### config.mk
export PLATFORM = sky130hd
export DESIGN_NAME = instr_fetch
export DESIGN_NICKNAME = d
export VERILOG_FILES = /design/src/rtl/mips_defs.sv /design/src/rtl/fetch_fifo.sv /design/src/rtl/instr_fetch.sv
export SDC_FILE = /design/constraint.sdc
export NUM_CORES = 1
export LEC_CHECK = 0
export CAP_MARGIN = 20
export CORE_MARGIN = 4
export CORE_UTILIZATION = 56
export DETAILED_ROUTE_END_ITERATION = 8
export PLACE_DENSITY_LB_ADDON = 0.12
export SYNTH_ARGS = -nofsm -noshare
export SYNTH_HDL_FRONTEND = slang
export SYNTH_HIERARCHICAL = 1
export SYNTH_SLANG_ARGS = --single-unit
export TNS_END_PERCENT = 30
### constraint.sdc
create_clock -name Clk -period 4.7 [get_ports Clk]
set_input_delay 0.47 -clock Clk [delete_from_list [all_inputs] [get_ports Clk]]
set_output_delay 0.47 -clock Clk [all_outputs]
set_load 0.01 [all_outputs]
### src/rtl/mips_defs.sv
// Shared definitions for the MIPS front end: fetch FSM encoding, reset vector
// and the fetch-buffer entry layout.
package mips_defs;

   typedef enum logic [1:0] {
      IDLE  = 2'b00,
      WAIT  = 2'b01,
      DRAIN = 2'b10
   } fetch_state_t;

   localparam logic [29:0] RESET_ADDR_DEFAULT = 30'h3000;
   localparam int          ENTRY_WIDTH        = 62;

   function automatic logic [ENTRY_WIDTH-1:0] pack_entry(input logic [29:0] pc,
                                                          input logic [31:0] instr);
      return {pc, instr};
   endfunction

endpackage

### src/rtl/fetch_fifo.sv
// Two-entry buffer of {pc, instruction} between the fetch unit and decode.
// A flush empties it in one cycle; storage is only cleared by Reset.
module fetch_fifo
   import mips_defs::*;
(
   input  logic                   Clk,
   input  logic                   Reset,
   input  logic                   flush,
   input  logic                   push,
   input  logic                   pop,
   input  logic [ENTRY_WIDTH-1:0] wr_data,
   output logic [ENTRY_WIDTH-1:0] rd_data,
   output logic                   full,
   output logic                   empty
);

   logic [ENTRY_WIDTH-1:0] mem [2];
   logic                   wr_ptr;
   logic                   rd_ptr;
   logic [1:0]             count;

   always_ff @(posedge Clk) begin
      if (Reset) begin
         // NOTE: storage is reset as well so the head reads as zero out of reset.
         mem[0] <= '0;
         mem[1] <= '0;
         wr_ptr <= 1'b0;
         rd_ptr <= 1'b0;
         count  <= 2'd0;
      end else if (flush) begin
         wr_ptr <= 1'b0;
         rd_ptr <= 1'b0;
         count  <= 2'd0;
      end else begin
         if (push) begin
            mem[wr_ptr] <= wr_data;
            wr_ptr      <= ~wr_ptr;
         end
         if (pop)
            rd_ptr <= ~rd_ptr;
         if (push && !pop)
            count <= count + 2'd1;
         else if (pop && !push)
            count <= count - 2'd1;
      end
   end

   assign rd_data = mem[rd_ptr];
   assign full    = (count == 2'd2);
   assign empty   = (count == 2'd0);

endmodule

### src/rtl/instr_fetch.sv
// Instruction fetch unit: one outstanding memory read at a time, results
// queued in a 2-entry buffer, redirects flush the buffer and drop in-flight data.
module instr_fetch
   import mips_defs::*;
#(
   parameter logic [29:0] RESET_ADDR = RESET_ADDR_DEFAULT
) (
   input  logic        Clk,
   input  logic        Reset,
   input  logic        Redirect,
   input  logic [29:0] RedirectAddr,
   output logic        MemReq,
   output logic [29:0] MemAddr,
   input  logic        MemAck,
   input  logic [31:0] MemRData,
   output logic        InstrValid,
   output logic [31:0] Instr,
   output logic [29:0] InstrPC,
   input  logic        InstrReady
);

   fetch_state_t           state;
   logic [29:0]            fa;
   logic                   push;
   logic                   pop;
   logic                   full;
   logic                   empty;
   logic [ENTRY_WIDTH-1:0] head;

   // Only the WAIT state keeps returned data; DRAIN means the ack is discarded.
   assign push = (state == WAIT) && MemAck && !Redirect;
   assign pop  = InstrValid && InstrReady && !Redirect;

   always_ff @(posedge Clk) begin
      if (Reset) begin
         state  <= IDLE;
         fa     <= RESET_ADDR;
         MemReq <= 1'b0;
      end else begin
         // NOTE: state registers use non-blocking assignments so every branch sees pre-edge values.
         case (state)
            IDLE: begin
               if (Redirect)
                  fa <= RedirectAddr;
               else if (!full) begin
                  MemReq <= 1'b1;
                  state  <= WAIT;
               end
            end
            WAIT: begin
               if (Redirect) begin
                  fa     <= RedirectAddr;
                  MemReq <= 1'b0;
                  state  <= MemAck ? IDLE : DRAIN;
               end else if (MemAck) begin
                  fa     <= fa + 30'd1;
                  MemReq <= 1'b0;
                  state  <= IDLE;
               end
            end
            DRAIN: begin
               if (Redirect)
                  fa <= RedirectAddr;
               if (MemAck)
                  state <= IDLE;
            end
            default: begin
               MemReq <= 1'b0;
               state  <= IDLE;
            end
         endcase
      end
   end

   assign MemAddr = fa;

   fetch_fifo u_fifo (
      .Clk     (Clk),
      .Reset   (Reset),
      .flush   (Redirect),
      .push    (push),
      .pop     (pop),
      .wr_data (pack_entry(MemAddr, MemRData)),
      .rd_data (head),
      .full    (full),
      .empty   (empty)
   );

   assign InstrValid       = !empty;
   assign {InstrPC, Instr} = head;

endmodule

==> key figures <==
Drt
  • Detailed Route Iter0 Violations: 593
  • Vias per Instance: 6.09
  • DRT Wirelength: 18900 um
  • Via Count: 5985
  • Routed len/inst: 19.2 um
  • DRC violations left: 0
  • Antenna viol nets, final: 0
  • Drt pass-1 iters: 6

Finish
  • Multi-input gate area: 0.00303 mm^2
  • Most frequent cells in the layout: clkdlybuf4s50_1 (160), edfxtp_1 (124), and3_1 (120), mux2_2 (62), dfxtp_1 (37)
  • Most common cell after layout, fill and taps aside: clkdlybuf4s50_1
  • Share of post-route cells with drive strength above 1: 14.7%
  • Fillcell total: 915
  • Area growth syn-to-layout: 28.5%
  • Total Nets Final: 866
  • Final core occ: 74.6%
  • Inserted Diodes: 0
  • Register area: 0.00449 mm^2

Floorplan
  • Die width: 126 um
  • Starting density of the core: 58.1%
  • Die area: 0.0159 mm^2
  • I/O pin cnt: 161
  • Die Span Y: 126 um
  • Row count: 42
  • Core area: 0.0135 mm^2

Yosys
  • Synth area leader: edfxtp_1
  • #FFs+latches synth: 162
  • FFs w/ async S/R, synth: 0%
  • Top FF cell, synth: edfxtp_1
  • Post-synth EDFFs: 124
  • Sequential element share of the synthesized area: 57.4%
  • Post-Syn Nets: 731
  • Syn Std Cell Area: 0.00781 mm^2
  • Syn_area_per_cell: 11.8 um^2
  • Library cells used by synthesis: 57
  • Yosys warnings: 6
  • Synth top area share: 47.7%
  • Synth top area cells: edfxtp_1 (48%), dfxtp_1 (9.7%), and3_1 (9.6%)
  • Post-Synthesis Cells: 662

Setup path
  • CP max stage delay: 0.90 ns
  • Crit path max-delay cell type: dfxtp_2
  • Crit path buf inv count: 2
  • Delay-heaviest family, CP: buffers and inverters
  • Critical Path RT: 4.23 ns
  • RR Startpoint: state[0]
  • Crit path max fanout: 37
  • CP endpoint kind: output pin
  • Crit path cell chain: buf_4 -> mux2_2 -> clkdlybuf4s50_1
  • Startpoint types: register
  • Depth of the most critical reg-to-reg path: 5
  • CP Data Arrival Time: 2.73 ns
  • Critical Path Stages: 3
  • Worst Setup Path Type: reg2out

Power and ir drop
  • Max VDD drop: 0.000236 V
  • Pwr per Cell Area: 329 mW/mm^2
  • Lkg Pwr: 4.05 nW

STA
  • WHS: 0.493 ns
  • Skew final: 0.00764 ns
  • RSZ-0062 raised after global routing: no
  • Final Max Slew Viols: 0
  • Peak Freq: 313 MHz
  • Max-slew headroom: 23.3%
  • Final period util: 68.0%
  • Least-Margin Pin Slew: 1.15 ns
  • Final TNS setup: 0 ns
  • Final setup fails: 0
  • Final Hold Fails: 0
  • Final worst path period need: 3.20 ns

Placed design
  • IO buf count: 160
  • HPWL after detailed placement: 11900 um
  • Gpl congestion: 0.957

Outcome
  • Run status: finished, final reports clean

Clock network
  • Root buf cell: clkbuf_16
  • H-Tree Depth: 4
  • CTS tree: built
  • Clock Latency Late Sink: 0.42 ns
  • Total CTS buffers: 17
  • CTS max path bufs: 2
  • Postcts setup bufs: 0
  • Post-cts gate resize count: 0
  • Sink count of the clock tree: 162
  • CTS clk-pin slew, worst paths: 0.06 ns
  • CTS Hold Buffers Added: 0

GRT
  • Vias in the first global route: 5720
  • Total GRT Usage: 23.8%
  • Grt ovf: 0
  • First-pass GRT wire length: 30300 um
  • Initial antenna violation count: 0
  • Largest net degree at the start of global routing: 93

Min path
  • Hold Path Class: reg2reg
  • Hold path start: MemReq
  • WHS Path Cells: 2

Run
  • Max-cap violations: 0
==> layer usage <==
| metal | vias to the layer above | wire length [um] | track usage [%] | share of wire [%] |
|---|---|---|---|---|
| met5 | - | 0 | 0 | 0 |
| met4 | 0 | 474 | 9.78 | 2.5 |
| met3 | 36 | 1450 | 5.42 | 7.7 |
| met2 | 305 | 9170 | 37.5 | 49 |
| met1 | 2857 | 7810 | 32.0 | 41 |
| li1 | 2787 | - | - | - |
==> state kept, by name, indices dropped and copies added (netlist names), named ones only <==
| register | count |
|---|---|
| u_fifo/rd_ptr | 1 |
| MemReq | 1 |
| u_fifo/wr_ptr | 1 |
| MemAddr | 30 |
| state | 2 |
| u_fifo/count | 2 |
| u_fifo/mem | 124 |
==> power by group <==
part / leakage, nW / switching [mW] / internal, mW
registers: 1.60 / 0.0555 / 1.60
logic: 2.18 / 0.156 / 0.176
clock network: 0.272 / 0.503 / 0.816
==> cell usage after synthesis, types with 4 or more instances <==
master and number:
dfxtp_1 38, o21a_1 4, o22ai_1 4, edfxtp_1 124, nor2_1 32, and3_2 8, clkbuf_1 25, and2_1 4
nor3_1 13, a21oi_1 22, nand2b_1 4, nand2_1 30, inv_1 8, nand3_1 18, nor2b_1 4, a32oi_1 8
a21o_1 4, buf_6 6, a211oi_1 5, and3_1 120, nand4_1 13, clkbuf_2 6, mux2_2 62, o21ai_0 16
buf_2 17, a31oi_1 11, or4_1 4
==> stage by stage <==
stage | area [um^2] | setup WS, ns | total power, mW | instances
5_1_grt | 10000 | 1.37 | 3.41 | 983
3_3_place_gp | 9460 | 1.76 | 2.00 | 953
3_5_place_dp | 9490 | 1.58 | 2.01 | 954
6_report | 10000 | 1.50 | 3.30 | 983
2_1_floorplan | 7810 | 2.06 | 1.82 | 662
4_1_cts | 10000 | 1.46 | 3.32 | 983
==> worst register-to-register path: stages (launching register included) <==
cell and delay [ns]:
dfxtp_1 0.44, nand2_1 0.38, and2_0 0.95, nand4_1 0.26, xor2_1 0.21, a211oi_1 0.24
==> path summary, 6_finish.rpt <==
path,to,slack (ns)
max,InstrPC[16],1.50
min reg2reg,MemReq,0.49
min,MemReq,0.49
max reg2reg,MemAddr[16],2.14
==> final cells by class <==
class / instances / share of cell area [%]
tap: 176 / 2.19
clock inverter: 9 / 1.16
inverter: 8 / 0.299
multi-input combinational: 438 / 30.2
sequential: 162 / 44.7
clock buffer: 20 / 4.35
timing repair buffer: 170 / 17.2
==> logic make-up (layout without fill, tap and decap cells) <==
kind of cell	count (synthesis)	after routing	synth area share (%)
and+or+nand+nor	270	270	20.3
DFF	162	162	57.4
AOI/OAI and AO/OA	96	96	8.17
muxes	65	65	9.32
buffers and inverters	62	207	3.92
xor gates and xnor gates	5	5	0.561
adders and majority gates	2	2	0.320
(Power assumes the default switching activity.)
